==> config.mk <==
export PLATFORM = sky130hd
export DESIGN_NAME = wb_regfile
export DESIGN_NICKNAME = d
export VERILOG_FILES = /design/src/rtl/wb_regfile.sv
export SDC_FILE = /design/constraint.sdc
export NUM_CORES = 2
export LEC_CHECK = 0
export BUFFER_PORTS_ARGS = -buffer_cell sky130_fd_sc_hd__buf_2
export CAP_MARGIN = 30
export CORE_MARGIN = 1
export CORE_UTILIZATION = 55
export DETAILED_ROUTE_END_ITERATION = 8
export PLACE_DENSITY = 0.75
export REMOVE_ABC_BUFFERS = 1
export SYNTH_ARGS = -nofsm -noshare
export SYNTH_HDL_FRONTEND = slang
export SYNTH_SLANG_ARGS = --single-unit
==> constraint.sdc <==
create_clock -name clk -period 1.7 [get_ports clk]
set_input_delay 0.085 -clock clk [delete_from_list [all_inputs] [get_ports clk]]
set_output_delay 0.085 -clock clk [all_outputs]
set_load 0.01 [all_outputs]
==> src/rtl/wb_regfile.sv <==
// ---------------------------------------------------------------------------
// wb_regfile -- 32 x 32-bit register file with the writeback mux built in.
//
// The MEM/WB stage value (load data or ALU result) is selected here and is
// also exported on wbdata so the forwarding muxes can use it. Two decode-stage
// read ports are combinational and see a same-cycle write through a bypass.
// Register 0 is hard-wired to zero. wb_count counts committed writes.
//
// Ports
//   clk          in   1   rising-edge clock
//   rst          in   1   asynchronous reset, active low
//   readdata_WB  in  32   load data from MEM/WB
//   alu_WB       in  32   ALU result from MEM/WB
//   rd_WB        in   5   destination register index
//   memtoreg_WB  in   1   1 = write readdata_WB, 0 = write alu_WB
//   regwrite_WB  in   1   write enable
//   rs_ID        in   5   read port A index
//   rt_ID        in   5   read port B index
//   rsdata_ID    out 32   read port A data
//   rtdata_ID    out 32   read port B data
//   wbdata       out 32   selected writeback value
//   wb_count     out 32   number of committed writes (wraps)
// ---------------------------------------------------------------------------
module wb_regfile (
    input  logic        clk,
    input  logic        rst,
    input  logic [31:0] readdata_WB,
    input  logic [31:0] alu_WB,
    input  logic [4:0]  rd_WB,
    input  logic        memtoreg_WB,
    input  logic        regwrite_WB,
    input  logic [4:0]  rs_ID,
    input  logic [4:0]  rt_ID,
    output logic [31:0] rsdata_ID,
    output logic [31:0] rtdata_ID,
    output logic [31:0] wbdata,
    output logic [31:0] wb_count
);

    // Entry 0 is never written (commit excludes rd_WB == 0), so it stays zero.
    // The array is flop-based because every entry must clear asynchronously.
    logic [31:0] rf_reg [32];
    logic [31:0] wb_count_reg;
    logic        commit;

    assign wbdata = memtoreg_WB ? readdata_WB : alu_WB;

    // Gating with rst also disables the bypass while reset is asserted.
    assign commit = rst && regwrite_WB && (rd_WB != 5'd0);

    always_ff @(posedge clk or negedge rst) begin
        if (!rst) begin
            for (int i = 0; i < 32; i++) begin
                rf_reg[i] <= '0;
            end
            wb_count_reg <= '0;
        end else if (commit) begin
            rf_reg[rd_WB] <= wbdata;
            wb_count_reg  <= wb_count_reg + 32'd1;
        end
    end

    assign wb_count = wb_count_reg;

    // Two identical read ports; index 0 is port A (rs), index 1 is port B (rt).
    logic [4:0]  rd_idx  [2];
    logic [31:0] rd_data [2];

    assign rd_idx[0] = rs_ID;
    assign rd_idx[1] = rt_ID;

    generate
        for (genvar gi = 0; gi < 2; gi++) begin : g_read_port
            always_comb begin
                rd_data[gi] = '0;
                if (!rst || rd_idx[gi] == 5'd0) begin
                    rd_data[gi] = '0;
                end else if (commit && rd_idx[gi] == rd_WB) begin
                    // Write-through: the value being committed this cycle.
                    rd_data[gi] = wbdata;
                end else begin
                    rd_data[gi] = rf_reg[rd_idx[gi]];
                end
            end
        end
    endgenerate

    assign rsdata_ID = rd_data[0];
    assign rtdata_ID = rd_data[1];

endmodule

==> reports/results.txt <==
Skew-Pair Late Insertion Delay = 700 ps
share of cells above drive strength 1 = 0.336
die height = 316 um
CP arrival = 2660 ps
CTS Root Cell = clkbuf_16
most used flip-flop cell after synthesis = dfrtp_1
Starting Density = 0.557
number of flops mapped to enable cells by yosys = 0
top-area cell type share of the netlist area = 0.489
skew final = 14.7 ps
CTS max path bufs = 3
Fin. Hold Viols = 84
final setup fails = 64
simple logic cell fraction of the synthesized area = 0.0936
remaining antenna violation count after routing = 0
Clock transition at path regs = 70 ps
gr usage total = 0.390
dpl ws = -725 ps
grt total ovfl = 0
Critical Path RT = 1620 ps
DRC = 14
mux share of post-synthesis cell area = 0.222
1st-iter DRT viols = 7,104
setup_tns = -47,990 ps
final wirelength = 197,000 um
CP Launch Point = rf_reg[306]
Mean Syn Cell Area = 11.0 sq um
Post-Syn Area = 0.0541 sq mm
final worst slack = -1050 ps
Die W = 316 um
Setup crit start kind = flop
static leakage = 30.8 nW
fin cells = 6,928
Setup Crit Path Kind = reg -> out
Max-Cap Viols = 0
xor/xnor cell area share of the yosys netlist = 0.00664
largest net degree at the start of global routing = 179
# rows = 114
io pins = 211
placed wire-length estimate = 125,000 um
Max Slew Vio Count = 0
Tmin final = 2750 ps
Crit. End Element = primary output
power density cells = 1130 mW/mm^2
unique cell type count in the Yosys netlist = 56
RSZ-0062 raised after global routing = yes
worst hold path class = in -> async
crit path max fanout = 2
Post-synth ARST share = 1.00
Relative slew margins = 0.309
initial antenna violation count = 4
count leader, synth = dfrtp_1
reg-to-reg slack, setup = 110 ps
status = finished with violations
final core occ = 0.715
total core area = 0.0970 sq mm
area of the multi-input gates = 0.0267 sq mm
GPL Wtd Cong = 0.943
global-route wire length before repair = 290,000 um
Nets = 5,649
Compound-Gate Fraction of Synth Area = 0.140
Syn Inst Count = 4,916
Max VDD drop = 0.000968 V
synth cell count leaders = dfrtp_1, a21oi_1, nor2_1
DR vias/cell = 6.89
WHS = -155 ps
Syn. warnings = 0
Post-Synth Adder-Cell Area = 0.000231
cell taking the most area after synthesis = dfrtp_1
FF+latch area = 0.0264 sq mm
max reg flops = 1,024
largest family of logic cells by synthesized area = multiplexers
Reg2Reg Depth = 6
terminus of the critical flop-to-flop path = wb_count[18]
Seq/Total Area, Yosys = 0.489
final period utilization = 1.61
router iterations before antenna repair = 8
Worst R2R Start = wb_count[7]
failing checks = design-rule violations, negative hold slack, negative setup slack
Max Freq = 0.364 GHz
worst slew pin tran = 1040 ps
via count = 47,748
Cells after DPL = 6,593
H-tree depth = 3
TritonCTS Buffers = 109
CTS tree = built
routed wire length per instance = 28.5 um
Worst Setup EP = rtdata_ID[18]
Port Buffers = 210
Clock Sinks = 1,056
Yosys reg bits = 1,056
fill count = 6,173
Die ar. = 0.0996 sq mm
dominant cells by area after synthesis = dfrtp_1, mux4_2, a21oi_1
Area growth syn-to-layout = 28.3%
vias in the first global route = 47,789
## repair_timing
| item | CTS | global route |
|---|---|---|
| endpoints found under the setup margin | 64 | 1494 |
| endpoints found under the hold margin | 1123 | 207 |
| gates cloned | 0 | 0 |
| buffers inserted | 26 | 38 |
| hold buffers | 69 | 6 |
| resized for setup | 173 | 126 |
| pin swaps | 97 | 60 |
## through the flow
step                hold WS [ps]  area, sq um  total power (W)
floorplan                   -211        51500           0.0425
global placement             193        62700           0.0492
detailed placement           198        62700           0.0504
CTS                         6.38        68300           0.0772
global route               -96.5        69400           0.0814
finish                      -155        69400           0.0787
## worst min path at each step
stage | to
CTS | rf_reg[320]
finish | rf_reg[501]
global placement | wb_count[15]
global route | rf_reg[828]
floorplan | rf_reg[0]
detailed placement | wb_count[15]
## cell families (layout without fill, tap and decap cells)
logic type               after synthesis  after routing
AO/OA/AOI/OAI                       1388           1388
XOR/XNOR                              41             41
adder cells (fa/ha/maj)                1              1
buffers and inverters                566           1301
flip-flops                          1056           1056
multiplexers                         645            645
other                                  0              1
AND/OR/NAND/NOR                     1219           1219
## per-layer routing
metal / part of all wire / vias up / wire [um] / global-route usage
met5: 0.00021 / - / 41 / 0
li1: - / 19262 / - / -
met4: 0.078 / 6 / 15300 / 0.267
met1: 0.34 / 23523 / 67000 / 0.492
met3: 0.13 / 1072 / 25800 / 0.119
met2: 0.45 / 3885 / 89200 / 0.582
## where the power goes
group	switching, W	internal, W	total, W
combinational	0.00894	0.0103	0.0192
clock	0.0106	0.0154	0.0260
sequential	0.00374	0.0297	0.0335
## final cells by class
cell class | count | area share
flip-flops and latches | 1056 | 0.381
multi-input cells | 3294 | 0.385
clock inverters | 42 | 0.00913
well taps | 1276 | 0.0230
inverters | 34 | 0.00184
diodes | 1 | 0.0000361
repair buffers | 1070 | 0.153
clock buffers | 155 | 0.0464
## worst max-delay path, stage by stage (launching register included)
cell,delay [ps]
dfrtp_1,410
mux4_2,480
mux2_4,290
a221oi_4,390
or4_1,180
o21ai_1,60
buf_2,140
## cell usage in the layout, fill, tap and decap left out, types with 85 or more instances in the layout
master	synthesis	final
o22ai_2	0	85
a21oi_1	918	917
o22ai_1	232	131
dfrtp_1	1056	1056
mux2i_1	188	155
nand2_1	149	148
buf_2	104	194
clkbuf_16	0	117
o21ai_0	138	129
mux4_2	425	433
buf_4	61	557
buf_12	3	206
nor2_1	908	895
Power figures use the tool's default switching activity.
